`src/rtl/usb_pkg.sv`:
```
// Shared USB serial-path types: bit-stuffer state encoding and default stuff length.
package usb_pkg;

  typedef enum logic [2:0] {
    ST_IDLE,
    ST_RUN,
    ST_STUFF,
    ST_LAST_STUFF,
    ST_FIN
  } stuff_state_t;

  localparam int USB_STUFF_LEN = 6;

  // Ones-counter width able to hold the value len itself.
  function automatic int ones_cnt_w(input int len);
    return $clog2(len + 1);
  endfunction

endpackage

```
`src/rtl/bit_stuff_if.sv`:
```
// Serializer-side handshake and NRZI-side strobes of the bit stuffer.
interface bit_stuff_if;
  logic start_stuff;
  logic s_in;
  logic in_last;
  logic pause;
  logic s_out;
  logic start_nrzi;
  logic done;
  logic busy;

  modport master (
    output start_stuff, s_in, in_last,
    input  pause, s_out, start_nrzi, done, busy
  );

  modport slave (
    input  start_stuff, s_in, in_last,
    output pause, s_out, start_nrzi, done, busy
  );
endinterface

```
`src/rtl/bit_stuff_fsm.sv`:
```
// Bit-stuffer control: packet sequencing, stuff decision, pause/busy and NRZI strobes.
module bit_stuff_fsm
  import usb_pkg::*;
#(
  parameter int STUFF_LEN = USB_STUFF_LEN,
  parameter int CW        = ones_cnt_w(STUFF_LEN)
) (
  input  logic          clk,
  input  logic          rst,
  input  logic          start_i,
  input  logic          last_i,
  input  logic [CW-1:0] cnt_next_i,
  output logic          consume_o,
  output logic          stuff_o,
  output logic          cnt_clr_o,
  output logic          pause_o,
  output logic          busy_o,
  output logic          start_nrzi_o,
  output logic          done_o
);

  stuff_state_t state_q, state_d;
  logic         start_nrzi_q, start_nrzi_d;
  logic         done_q, done_d;
  logic         hit;

  assign hit = (cnt_next_i == CW'(STUFF_LEN));

  always_ff @(posedge clk) begin
    if (rst) begin
      state_q      <= ST_IDLE;
      start_nrzi_q <= 1'b0;
      done_q       <= 1'b0;
    end else begin
      state_q      <= state_d;
      start_nrzi_q <= start_nrzi_d;
      done_q       <= done_d;
    end
  end

  always_comb begin
    state_d      = state_q;
    consume_o    = 1'b0;
    stuff_o      = 1'b0;
    cnt_clr_o    = 1'b0;
    pause_o      = 1'b0;
    start_nrzi_d = 1'b0;
    case (state_q)
      ST_IDLE: begin
        if (start_i) begin
          state_d      = ST_RUN;
          start_nrzi_d = 1'b1;
          cnt_clr_o    = 1'b1;
        end
      end
      ST_RUN: begin
        consume_o = 1'b1;
        if (hit) begin
          state_d = last_i ? ST_LAST_STUFF : ST_STUFF;
        end else if (last_i) begin
          state_d = ST_FIN;
        end
      end
      ST_STUFF: begin
        pause_o   = 1'b1;
        stuff_o   = 1'b1;
        cnt_clr_o = 1'b1;
        state_d   = ST_RUN;
      end
      ST_LAST_STUFF: begin
        pause_o   = 1'b1;
        stuff_o   = 1'b1;
        cnt_clr_o = 1'b1;
        state_d   = ST_FIN;
      end
      ST_FIN: begin
        // A new packet may be accepted in the closing cycle of the previous one.
        if (start_i) begin
          state_d      = ST_RUN;
          start_nrzi_d = 1'b1;
          cnt_clr_o    = 1'b1;
        end else begin
          state_d = ST_IDLE;
        end
      end
      default: state_d = ST_IDLE;
    endcase
    done_d = (state_d == ST_FIN);
  end

  assign busy_o       = (state_q != ST_IDLE);
  assign start_nrzi_o = start_nrzi_q;
  assign done_o       = done_q;

endmodule

```
`src/rtl/bit_stuff.sv`:
```
// Serial bit stuffer: inserts a 0 after STUFF_LEN consecutive 1s ahead of the NRZI encoder.
module bit_stuff
  import usb_pkg::*;
#(
  parameter int STUFF_LEN = USB_STUFF_LEN
) (
  input  logic        clk,
  input  logic        rst,
  bit_stuff_if.slave  stuff_if
);

  localparam int CW = ones_cnt_w(STUFF_LEN);

  if (STUFF_LEN < 2 || STUFF_LEN > 15) begin : g_bad_len
    $error("bit_stuff: STUFF_LEN must be within 2..15");
  end

  logic [CW-1:0] cnt_q, cnt_d, cnt_next;
  logic          s_out_q, s_out_d;
  logic          consume, stuff, cnt_clr;

  // The counter peaks at STUFF_LEN for one cycle; the stuff state then clears it.
  assign cnt_next = stuff_if.s_in ? (cnt_q + CW'(1)) : '0;

  always_comb begin
    cnt_d = cnt_q;
    if (cnt_clr) begin
      cnt_d = '0;
    end else if (consume) begin
      cnt_d = cnt_next;
    end
  end

  always_comb begin
    s_out_d = s_out_q;
    if (consume) begin
      s_out_d = stuff_if.s_in;
    end else if (stuff) begin
      s_out_d = 1'b0;
    end
  end

  always_ff @(posedge clk) begin
    if (rst) begin
      cnt_q   <= '0;
      s_out_q <= 1'b0;
    end else begin
      cnt_q   <= cnt_d;
      s_out_q <= s_out_d;
    end
  end

  bit_stuff_fsm #(
    .STUFF_LEN (STUFF_LEN),
    .CW        (CW)
  ) u_fsm (
    .clk          (clk),
    .rst          (rst),
    .start_i      (stuff_if.start_stuff),
    .last_i       (stuff_if.in_last),
    .cnt_next_i   (cnt_next),
    .consume_o    (consume),
    .stuff_o      (stuff),
    .cnt_clr_o    (cnt_clr),
    .pause_o      (stuff_if.pause),
    .busy_o       (stuff_if.busy),
    .start_nrzi_o (stuff_if.start_nrzi),
    .done_o       (stuff_if.done)
  );

  assign stuff_if.s_out = s_out_q;

endmodule

```
`src/flat_wrapper.sv`:
```
// flat-port wrapper written by rule: the top's interface ports become plain ports
module bit_stuff_flat import usb_pkg::*;
#(
  parameter int STUFF_LEN = USB_STUFF_LEN
)
  (clk, rst, stuff_if_start_stuff, stuff_if_s_in, stuff_if_in_last, stuff_if_pause, stuff_if_s_out, stuff_if_start_nrzi, stuff_if_done, stuff_if_busy);
  bit_stuff_if stuff_if_i ();
  input  logic clk;
  input  logic rst;
  input wire logic [$bits(stuff_if_i.start_stuff)-1:0] stuff_if_start_stuff;
  input wire logic [$bits(stuff_if_i.s_in)-1:0] stuff_if_s_in;
  input wire logic [$bits(stuff_if_i.in_last)-1:0] stuff_if_in_last;
  output wire logic [$bits(stuff_if_i.pause)-1:0] stuff_if_pause;
  output wire logic [$bits(stuff_if_i.s_out)-1:0] stuff_if_s_out;
  output wire logic [$bits(stuff_if_i.start_nrzi)-1:0] stuff_if_start_nrzi;
  output wire logic [$bits(stuff_if_i.done)-1:0] stuff_if_done;
  output wire logic [$bits(stuff_if_i.busy)-1:0] stuff_if_busy;
  assign stuff_if_i.start_stuff = stuff_if_start_stuff;
  assign stuff_if_i.s_in = stuff_if_s_in;
  assign stuff_if_i.in_last = stuff_if_in_last;
  assign stuff_if_pause = stuff_if_i.pause;
  assign stuff_if_s_out = stuff_if_i.s_out;
  assign stuff_if_start_nrzi = stuff_if_i.start_nrzi;
  assign stuff_if_done = stuff_if_i.done;
  assign stuff_if_busy = stuff_if_i.busy;
  bit_stuff #(.STUFF_LEN(STUFF_LEN)) u_core (.clk(clk), .rst(rst), .stuff_if(stuff_if_i));
endmodule
```
`config.mk`:
```
export PLATFORM = sky130hd
export DESIGN_NAME = bit_stuff_flat
export DESIGN_NICKNAME = d
export VERILOG_FILES = /design/src/rtl/usb_pkg.sv /design/src/rtl/bit_stuff_if.sv /design/src/rtl/bit_stuff_fsm.sv /design/src/rtl/bit_stuff.sv /design/src/flat_wrapper.sv
export SDC_FILE = /design/constraint.sdc
export NUM_CORES = 1
export LEC_CHECK = 0
export ABC_AREA = 1
export CORE_AREA = 2 2 39 41
export CTS_BUF_LIST = sky130_fd_sc_hd__clkbuf_8
export DETAILED_ROUTE_END_ITERATION = 7
export DIE_AREA = 0 0 41 43
export HOLD_SLACK_MARGIN = 0.08
export SLEW_MARGIN = 20
export SYNTH_ARGS = -nofsm -noshare
export SYNTH_HDL_FRONTEND = slang
export SYNTH_SLANG_ARGS = --single-unit
```
`constraint.sdc`:
```
create_clock -name clk -period 1.1 [get_ports clk]
set_input_delay 0.11 -clock clk [delete_from_list [all_inputs] [get_ports clk]]
set_output_delay 0.11 -clock clk [all_outputs]
set_load 0.03 [all_outputs]
```
==> results.txt, run 1 <==
status: finished with violations
failing checks: setup timing
Worst setup SP type: flop
Ant. Diodes: 0
Initial Util: 0.313
Syn Nets: 61
critical-path cell list: ha_4, nand2_4, nor2_4, nand2_2, nand2_1, nand3_2, a21oi_2
synth warn: 0
# IOs: 10
Slew @ Worst Pin: 300 ps
Clock Path Buffers: 2
final setup fails: 1
CTS Root Cell: clkbuf_8
Post-Place Cells: 84
Overflow after GRT: 0
Pins Over Slew Limit: 0
Final ANT Viol Nets: 0
Placement Rows: 14
Cells on Worst Hold Path: 2
via count: 401
initial antenna violation count: 0
leakage power: 0.297 nW
Detailed Route WL: 889 um
min Tclk post-route: 1100 ps
post-route cell area: 668 sq um
wire length per cell: 9.99 um
Layout Skew: 3.39 ps
fin nets: 80
crit path from: u_core.cnt_q[0]
Die Ht: 43 um
first-pass GRT wire length: 1440 um
GP Congestion: 0.685
CTS tree: built
dpl ws: -116 ps
Total GRT Usage: 0.131
synthesized area per cell: 7.87 sq um
fin crit share: 1.00
clk_lat worst skew: 230 ps
worst path arrival time: 1270 ps
layout cell share with drive strength beyond 1: 0.438
CP max-delay cell: dfxtp_2
Total Neg Setup Slack: -0.133 ps
CP Capture Type: flop
number of synthesized register bits: 9
Reg clk slew, reported paths: 50 ps
Critical Path Max Stage Delay: 330 ps
setup ws final: -0.133 ps
PD cells: 1260 nW/um^2
Cells after Synth: 55
Via density: 4.51
maximum vdd drop: 0.000515 V
post-layout util: 0.483
Max Cap Violations: 0
H-Tree Depth: 1
DR iter-0 viols: 3
Non-Filler Instances: 89
Final Hold Vio Count: 0
vias in the first global route: 345
Distinct cells, synth: 19
cell family with most CP delay: simple AND/OR/NAND/NOR gates
DRC: 0
RSZ-0062 raised after global routing: yes
total power: 840 uW
Chip Width: 41 um
WP depth: 7
CP Class: flop to flop
Min-Delay Startpoint: u_core.cnt_q[2]
largest net degree at the start of global routing: 6
relative slew slack: 0.801
post-synthesis sequential area ratio: 0.416
Fillers: 142
Hold Path Class: flop to flop
DP HPWL: 656 um
synthesized area: 433 sq um
Area after DPL: 566 sq um
R2R Path Start: u_core.cnt_q[0]
hold_ws: 481 ps
WP data required: 1270 ps
total CTS buffers: 3
CP max FO: 3
Die Area: 1760 sq um
Placeable Area: 1380 sq um
Max Clk Rate: 909 MHz
port bufs: 9
R2R depth: 7
clock sink count: 9
CP bufs+invs: 0
Area Overhead vs Synth: 54.3%
DRT Pass-1 Iters: 3
[Yosys cell counts]
master    instances  area, sq um
a211oi_2          1         12.5
a21oi_1           4         20.0
a21oi_2           2         17.5
clkinv_4          1         8.76
dfxtp_1           9          180
ha_1              1         12.5
inv_1             8         30.0
inv_2             1         3.75
nand2_1          10         37.5
nand2_2           2         12.5
nand2_4           1         11.3
nand3_1           4         20.0
nand3_2           1         10.0
nor2_1            5         18.8
nor2_2            1         6.26
nor2_4            1         11.3
nor3_1            1         5.00
o21a_1            1         7.51
o31ai_1           1         7.51
[timing repair]
item | 4_1_cts | 5_1_grt
pin swaps | 7 | 4
buffers inserted | 0 | 1
cloned | 0 | 0
endpoints found under the setup margin | 8 | 7
hold buffers | 0 | 0
endpoints found under the hold margin | 0 | 0
resized for setup | 11 | 5
[metal layers]
metal / up-vias / track usage / routed length (um)
li1: 210 / - / -
met4: 0 / 0.120 / 43
met1: 174 / 0.142 / 390
met3: 5 / 0.0471 / 58
met5: - / 0 / 0
met2: 12 / 0.184 / 396
[area by class of cell]
class / count / area (sq um) / area share
multi-input combinational: 36 / 259 / 0.388
sequential: 9 / 184 / 0.275
timing repair buffer: 14 / 118 / 0.176
inverter: 10 / 42.5 / 0.0637
clock buffer: 3 / 41.3 / 0.0618
tap: 16 / 20.0 / 0.0300
clock inverter: 1 / 3.75 / 0.00562
[tightest hold or removal path, stage by stage, from the launching register on]
cell	delay [ps]
dfxtp_1	310
nand2_1	80
a21oi_2	50
[cell families after synthesis]
group                    synth area share
AO/OA/AOI/OAI                       0.150
buffers and inverters              0.0983
adder cells (fa/ha/maj)            0.0289
AND/OR/NAND/NOR                     0.306
flip-flops                          0.416
[flip-flops by register name (all words and copies together) (netlist names)]
register	count
u_core.u_fsm.state_q	3
u_core.u_fsm.done_o	1
u_core.cnt_q	3
u_core.u_fsm.start_nrzi_o	1
u_core.stuff_if.s_out	1
[placed cells by master (no fill, tap or decap)]
cell | synthesis | routed
nand2_2 | 2 | 3
dfxtp_2 | 0 | 3
inv_1 | 8 | 9
o31ai_1 | 1 | 1
clkdlybuf4s50_1 | 0 | 4
a21oi_1 | 4 | 3
nand3_1 | 4 | 2
o21a_1 | 1 | 1
nand3_2 | 1 | 3
dlygate4sd2_1 | 0 | 2
clkbuf_8 | 0 | 3
dfxtp_1 | 9 | 6
a211oi_2 | 1 | 1
nor2_1 | 5 | 4
nor2_4 | 1 | 3
nand2_4 | 1 | 2
inv_2 | 1 | 1
ha_4 | 0 | 1
clkinv_4 | 1 | 1
nor3_1 | 1 | 1
nand2_1 | 10 | 8
a21oi_2 | 2 | 3
buf_4 | 0 | 8
[power by group]
| part | switching (mW) | leakage (nW) | internal, mW | total, mW |
|---|---|---|---|---|
| combinational | 0.0664 | 0.196 | 0.0517 | 0.118 |
| sequential | 0.00814 | 0.0747 | 0.339 | 0.347 |
| clock | 0.132 | 0.0269 | 0.243 | 0.375 |
| total | 0.206 | 0.297 | 0.634 | 0.840 |
[path summary, 6_finish.rpt]
| kind | to | slack, ps |
|---|---|---|
| setup / recovery | u_core.u_fsm.state_q[0] | -0.1 |
| hold / removal | u_core.cnt_q[2] | 480 |
| setup reg to reg | u_core.u_fsm.state_q[0] | -0.1 |
| hold reg to reg | u_core.cnt_q[2] | 480 |
No activity file was read; power rests on OpenSTA's default activity.
==> run 2: changes to the inputs <==
- CTS_CLUSTER_DIAMETER: default -> 150
- PLACE_DENSITY: default -> 0.64
==> run 2 against run 1 <==
Global-route usage is 2.0 points lower. Non-clock buffer count is 1 lower. Largest cell class unchanged. Setup slack worse by 10 ps. Combinational power is 4% lower. Highest routed layer unchanged. The flow still finishes with violations (setup timing).
==> results.txt, run 2 (same netlist as run 1, synthesis figures left out) <==
largest net degree at the start of global routing: 6 (unchanged)
clock sink count: 9 (unchanged)
Final Hold Vio Count: 0 (unchanged)
Sequential cell area: 184 sq um (unchanged)
clk_lat worst skew: 230 ps (about the same)
Initial Util: 0.313 (unchanged)
Die Area: 1760 sq um (unchanged)
CTS tree: built
Chip Width: 41 um (unchanged)
via count: 393 (-2.0%)
failing checks: setup timing
DP HPWL: 633 um (-3.5%)
GP Congestion: 0.751 (+9.7%)
# IOs: 10 (unchanged)
first-pass GRT wire length: 1300 um (-9.6%)
min Tclk post-route: 1110 ps (+10.4 ps)
Placeable Area: 1380 sq um (unchanged)
status: finished with violations
Fillers: 147 (+3.5%)
Worst setup SP type: flop
H-Tree Depth: 1 (unchanged)
Max Clk Rate: 900 MHz (-0.94%)
dpl ws: -124 ps (-8.55 ps)
wire length per cell: 9.44 um (-5.5%)
port bufs: 9 (unchanged)
Layout Skew: 2.66 ps (-0.730 ps)
CP Capture Type: flop
Overflow after GRT: 0 (unchanged)
CP Class: flop to flop
Non-Filler Instances: 88 (-1.1%)
DRC: 0 (unchanged)
# hold bufs at CTS: 0 (unchanged)
Max Cap Violations: 0 (unchanged)
setup ws final: -10.6 ps (-10.4 ps)
Post-Place Cells: 83 (-1.2%)
commonest non-fill, non-tap cell in the layout: inv_1
leakage power: 0.293 nW (-1.6%)
layout cell share with drive strength beyond 1: 0.403 (-0.0356)
Placement Rows: 14 (unchanged)
PD cells: 1270 nW/um^2 (+1.2%)
CP max FO: 3 (unchanged)
Total GRT Usage: 0.111 (-0.0202)
vias in the first global route: 372 (+7.8%)
relative slew slack: 0.804 (+0.00352)
most frequent cells in the layout: inv_1 (9), nand2_1 (8), buf_4 (7)
worst path arrival time: 1280 ps (about the same)
Clock Path Buffers: 2 (unchanged)
Area Overhead vs Synth: 50.0%
Final ANT Viol Nets: 0 (unchanged)
WP data required: 1270 ps (about the same)
multi-input logic area: 248 sq um (-4.3%)
maximum vdd drop: 0.000787 V (+53%)
fin crit share: 1.01 (+0.00949)
Detailed Route WL: 831 um (-6.5%)
Slew @ Worst Pin: 295 ps (-5.31 ps)
Pins Over Slew Limit: 0 (unchanged)
fin nets: 79 (-1.3%)
Die Ht: 43 um (unchanged)
Total Neg Setup Slack: -10.6 ps (-10.4 ps)
Largest regs: u_core.cnt_q (3), u_core.u_fsm.state_q (3)
Hold Path Class: flop to flop
CTS Root Cell: clkbuf_8
total CTS buffers: 3 (unchanged)
final setup fails: 1 (unchanged)
initial antenna violation count: 0 (unchanged)
Reg clk slew, reported paths: 40 ps (about the same)
hold_ws: 475 ps (-5.87 ps)
DR iter-0 viols: 11 (+8)
Ant. Diodes: 0 (unchanged)
Via density: 4.47 (-0.88%)
DRT Pass-1 Iters: 4 (+1)
RSZ-0062 raised after global routing: yes
==> run 2: changes by cell type in the layout (fill, tap and decap cells not counted) <==
cell	delta
a21oi_2	-1
nand3_1	+2
nand3_2	-2
nor2_1	-1
nor2_2	+1
buf_4	-1
a21oi_1	+1
==> run 2: path summary, 6_finish.rpt <==
path                                            start                      end  slack, ps  cells past startpoint
worst max register to register        u_core.cnt_q[0]  u_core.u_fsm.state_q[0]        -10                      7
worst min register to register  u_core.stuff_if.s_out    u_core.stuff_if.s_out        480                      2
worst min-delay path            u_core.stuff_if.s_out    u_core.stuff_if.s_out        480                      2
worst max-delay path                  u_core.cnt_q[0]  u_core.u_fsm.state_q[0]        -10                      7
==> run 2: critical path, stage by stage, from the launching register on <==
cell     delay [ps]
dfxtp_2         330
ha_4            270
nand2_4          50
nor2_4           90
nand2_2          70
nand2_1          60
nand3_1          70
a21oi_2         110
==> run 2: report_power, final <==
group	switching (mW)	total (mW)	internal, mW
Sequential	0.00783	0.347	0.339
Clock	0.124	0.366	0.242
Combinational	0.0636	0.113	0.0496
Total	0.195	0.826	0.631
==> run 2: repair_timing <==
action                     in CTS  in global routing
setup endpoints to repair       8                  6
buffers inserted                1                  0
pin swaps                       3                  2
gates resized for setup        11                  2
==> run 2: metal layers <==
layer,GRT usage,up-vias,part of all wire,wire [um]
li1,-,209,-,-
met3,0.0314,2,0.073,61
met5,0,-,0,0
met4,0.0600,0,0.023,19
met1,0.119,169,0.42,351
met2,0.181,13,0.48,398
==> run 2: area by class of cell <==
type                            instances  area share
Clock buffer                            3      0.0636
Sequential cell                         9       0.283
Inverter                               10      0.0655
Timing Repair Buffer                   13       0.170
Clock inverter                          1     0.00578
Multi-Input combinational cell         36       0.382
Tap cell                               16      0.0308
==> run 2: through the flow <==
step / power, mW / utilization / instance area [sq um]
global route: 0.861 / 0.469 / 649
finish: 0.826 / 0.469 / 649
CTS: 0.839 / 0.464 / 642
floorplan: 0.412 / - / 433
global placement: 0.456 / 0.403 / 558
detailed placement: 0.457 / 0.403 / 558
==> run 3: changes to the inputs <==
- CTS_BUF_LIST: sky130_fd_sc_hd__clkbuf_8 -> sky130_fd_sc_hd__clkbuf_4 sky130_fd_sc_hd__clkbuf_8 sky130_fd_sc_hd__clkbuf_16
- SLEW_MARGIN: 20 -> 30
==> run 3 against run 2 <==
First-iteration DRC count fell by 18%. Register-to-register slack is essentially flat. Clock skew grew 3.0 ps. The run still ends with setup timing left. Setup slack hardly changed. Critical path depth is 1 higher. Die area is the same. Core utilization is 0.54 points higher. Non-clock buffer count unchanged. Hold slack got worse by 29 ps. Clock power down 23%. Global-route usage up 0.80 points.
==> results.txt, run 3 (same netlist as run 1, synthesis figures left out) <==
relative slew slack: 0.804 (unchanged)
Area after DPL: 558 sq um (unchanged)
Worst setup SP type: flop
Max Cap Violations: 0 (unchanged)
CTS Root Cell: clkbuf_4
Fillers: 148 (+0.68%)
Seq pwr share: 0.465 (+0.045)
via count: 394 (+0.25%)
DRC: 0 (unchanged)
most used cell, CP: nand2_2
CP Class: flop to flop
Largest regs: u_core.cnt_q (3), u_core.u_fsm.state_q (3)
Total Neg Setup Slack: -10.7 ps (-0.164 ps)
first-pass GRT wire length: 1390 um (+6.9%)
DRT Pass-1 Iters: 4 (unchanged)
Int Power: 552 uW (-12%)
initial antenna violation count: 0 (unchanged)
Final Hold Vio Count: 0 (unchanged)
# IOs: 10 (unchanged)
layout cell share with drive strength beyond 1: 0.500 (+0.0972)
Detailed Route WL: 889 um (+7.0%)
Die Area: 1760 sq um (unchanged)
Placeable Area: 1380 sq um (unchanged)
DR iter-0 viols: 9 (-2)
dpl ws: -124 ps (unchanged)
H-Tree Depth: 1 (unchanged)
status: finished with violations
Sequential cell area: 184 sq um (unchanged)
Cells on Worst Hold Path: 3 (+1)
CP Capture Type: flop
worst path arrival time: 1310 ps (+30 ps)
Final ANT Viol Nets: 0 (unchanged)
Hold Path Class: input port to flop
commonest non-fill, non-tap cell in the layout: inv_1
RSZ-0062 raised after global routing: yes
switch share: 0.256 (+0.0195)
total CTS buffers: 3 (unchanged)
WP depth: 8 (+1)
clock sink count: 9 (unchanged)
CP max FO: 3 (unchanged)
maximum vdd drop: 0.000611 V (-22%)
Total GRT Usage: 0.119 (+0.00804)
fin nets: 79 (unchanged)
Slew @ Worst Pin: 295 ps (unchanged)
most frequent cells in the layout: inv_1 (7), nand2_1 (6), buf_4 (6), dfxtp_1 (6), nand2_2 (5)
Ant. Diodes: 0 (unchanged)
# hold bufs at CTS: 0 (unchanged)
Pins Over Slew Limit: 0 (unchanged)
R2R depth: 8 (+1)
Chip Width: 41 um (unchanged)
Layout Skew: 5.64 ps (+2.97 ps)
Critical Path Max Stage Delay: 330 ps (about the same)
Clock Path Buffers: 2 (unchanged)
Reg clk slew, reported paths: 60 ps (+20 ps)
clock group share of total power: 0.378 (-0.065)
Post-Place Cells: 83 (unchanged)
Initial Util: 0.313 (unchanged)
wire length per cell: 10.1 um (+7.0%)
CP bufs+invs: 1 (+1)
Max Clk Rate: 900 MHz (about the same)
WP data required: 1300 ps (+30 ps)
final setup fails: 1 (unchanged)
setup ws final: -10.7 ps (-0.164 ps)
min Tclk post-route: 1110 ps (+0.164 ps)
fin crit share: 1.01 (about the same)
failing checks: setup timing
total power: 742 uW (-10%)
Overflow after GRT: 0 (unchanged)
largest net degree at the start of global routing: 6 (unchanged)
DP HPWL: 633 um (unchanged)
leakage power: 0.285 nW (-2.7%)
vias in the first global route: 403 (+8.3%)
Placement Rows: 14 (unchanged)
CTS tree: built
Die Ht: 43 um (unchanged)
GP Congestion: 0.751 (unchanged)
post-route cell area: 657 sq um (+1.2%)
PD cells: 1130 nW/um^2 (-11%)
Non-Filler Instances: 88 (unchanged)
NetSw: 190 uW (-2.8%)
combinational power share: 0.157 (+0.020)
port bufs: 9 (unchanged)
Via density: 4.48 (+0.25%)
cell family with most CP delay: simple AND/OR/NAND/NOR gates
CP max-delay cell: dfxtp_2
critical-path cell list: ha_4, nand2_2, inv_2, nor2_4, nand2_2, nand2_2, nand3_2, a21oi_2
multi-input logic area: 267 sq um (+7.6%)
clk_lat worst skew: 260 ps (+30 ps)
Area Overhead vs Synth: 51.7%
==> run 3: cell count changes in the layout (fill, tap and decap cells not counted), sizes merged <==
cell,previous run,this run
clkbuf,3,4
inv,10,9
==> run 3: power by group through the flow <==
| stage | combinational, mW | clock, mW | sequential, mW |
|---|---|---|---|
| 2_1_floorplan | 0.0524 | 0 | 0.360 |
| 3_3_place_gp | 0.105 | 0 | 0.351 |
| 3_5_place_dp | 0.106 | 0 | 0.351 |
| 4_1_cts | 0.115 | 0.289 | 0.345 |
| 5_1_grt | 0.128 | 0.301 | 0.346 |
| 6_report | 0.116 | 0.280 | 0.345 |
==> run 3: path summary, 6_finish.rpt <==
| kind | startpoint | to | slack, ps |
|---|---|---|---|
| setup / recovery | u_core.cnt_q[1] | u_core.u_fsm.state_q[0] | -10 |
| setup reg to reg | u_core.cnt_q[1] | u_core.u_fsm.state_q[0] | -10 |
| hold / removal | stuff_if_in_last | u_core.u_fsm.state_q[2] | 450 |
| hold reg to reg | u_core.stuff_if.s_out | u_core.stuff_if.s_out | 480 |
==> run 3: layout make-up <==
type                            instances  share of cell area
Inverter                               10              0.0648
Tap cell                               16              0.0305
Clock buffer                            4              0.0457
Timing Repair Buffer                   13               0.173
Sequential cell                         9               0.280
Multi-Input combinational cell         36               0.406
==> run 3: what timing repair did <==
| action | CTS | global route |
|---|---|---|
| resized for setup | 13 | 7 |
| buffers inserted | 1 | 0 |
| pin swaps | 3 | 6 |
| setup endpoints to repair | 8 | 9 |
==> run 3: worst reg2reg max path, stage by stage, from the launching register on <==
cell and delay (ps):
dfxtp_2 330, ha_4 170, nand2_2 70, inv_2 40
nor2_4 130, nand2_2 90, nand2_2 60, nand3_2 60
a21oi_2 110
==> run 3: stage by stage <==
stage / util / hold slack, ps
6_report: 0.475 / 446
5_1_grt: 0.475 / 504
4_1_cts: 0.458 / 449
3_5_place_dp: 0.403 / 460
3_3_place_gp: 0.403 / 454
2_1_floorplan: - / 172
==> run 3: routing by layer <==
layer	routed length (um)	vias up	GRT usage
met4	17	0	0.0800
met1	358	168	0.119
met5	0	-	0
li1	-	210	-
met2	451	12	0.197
met3	62	4	0.0314
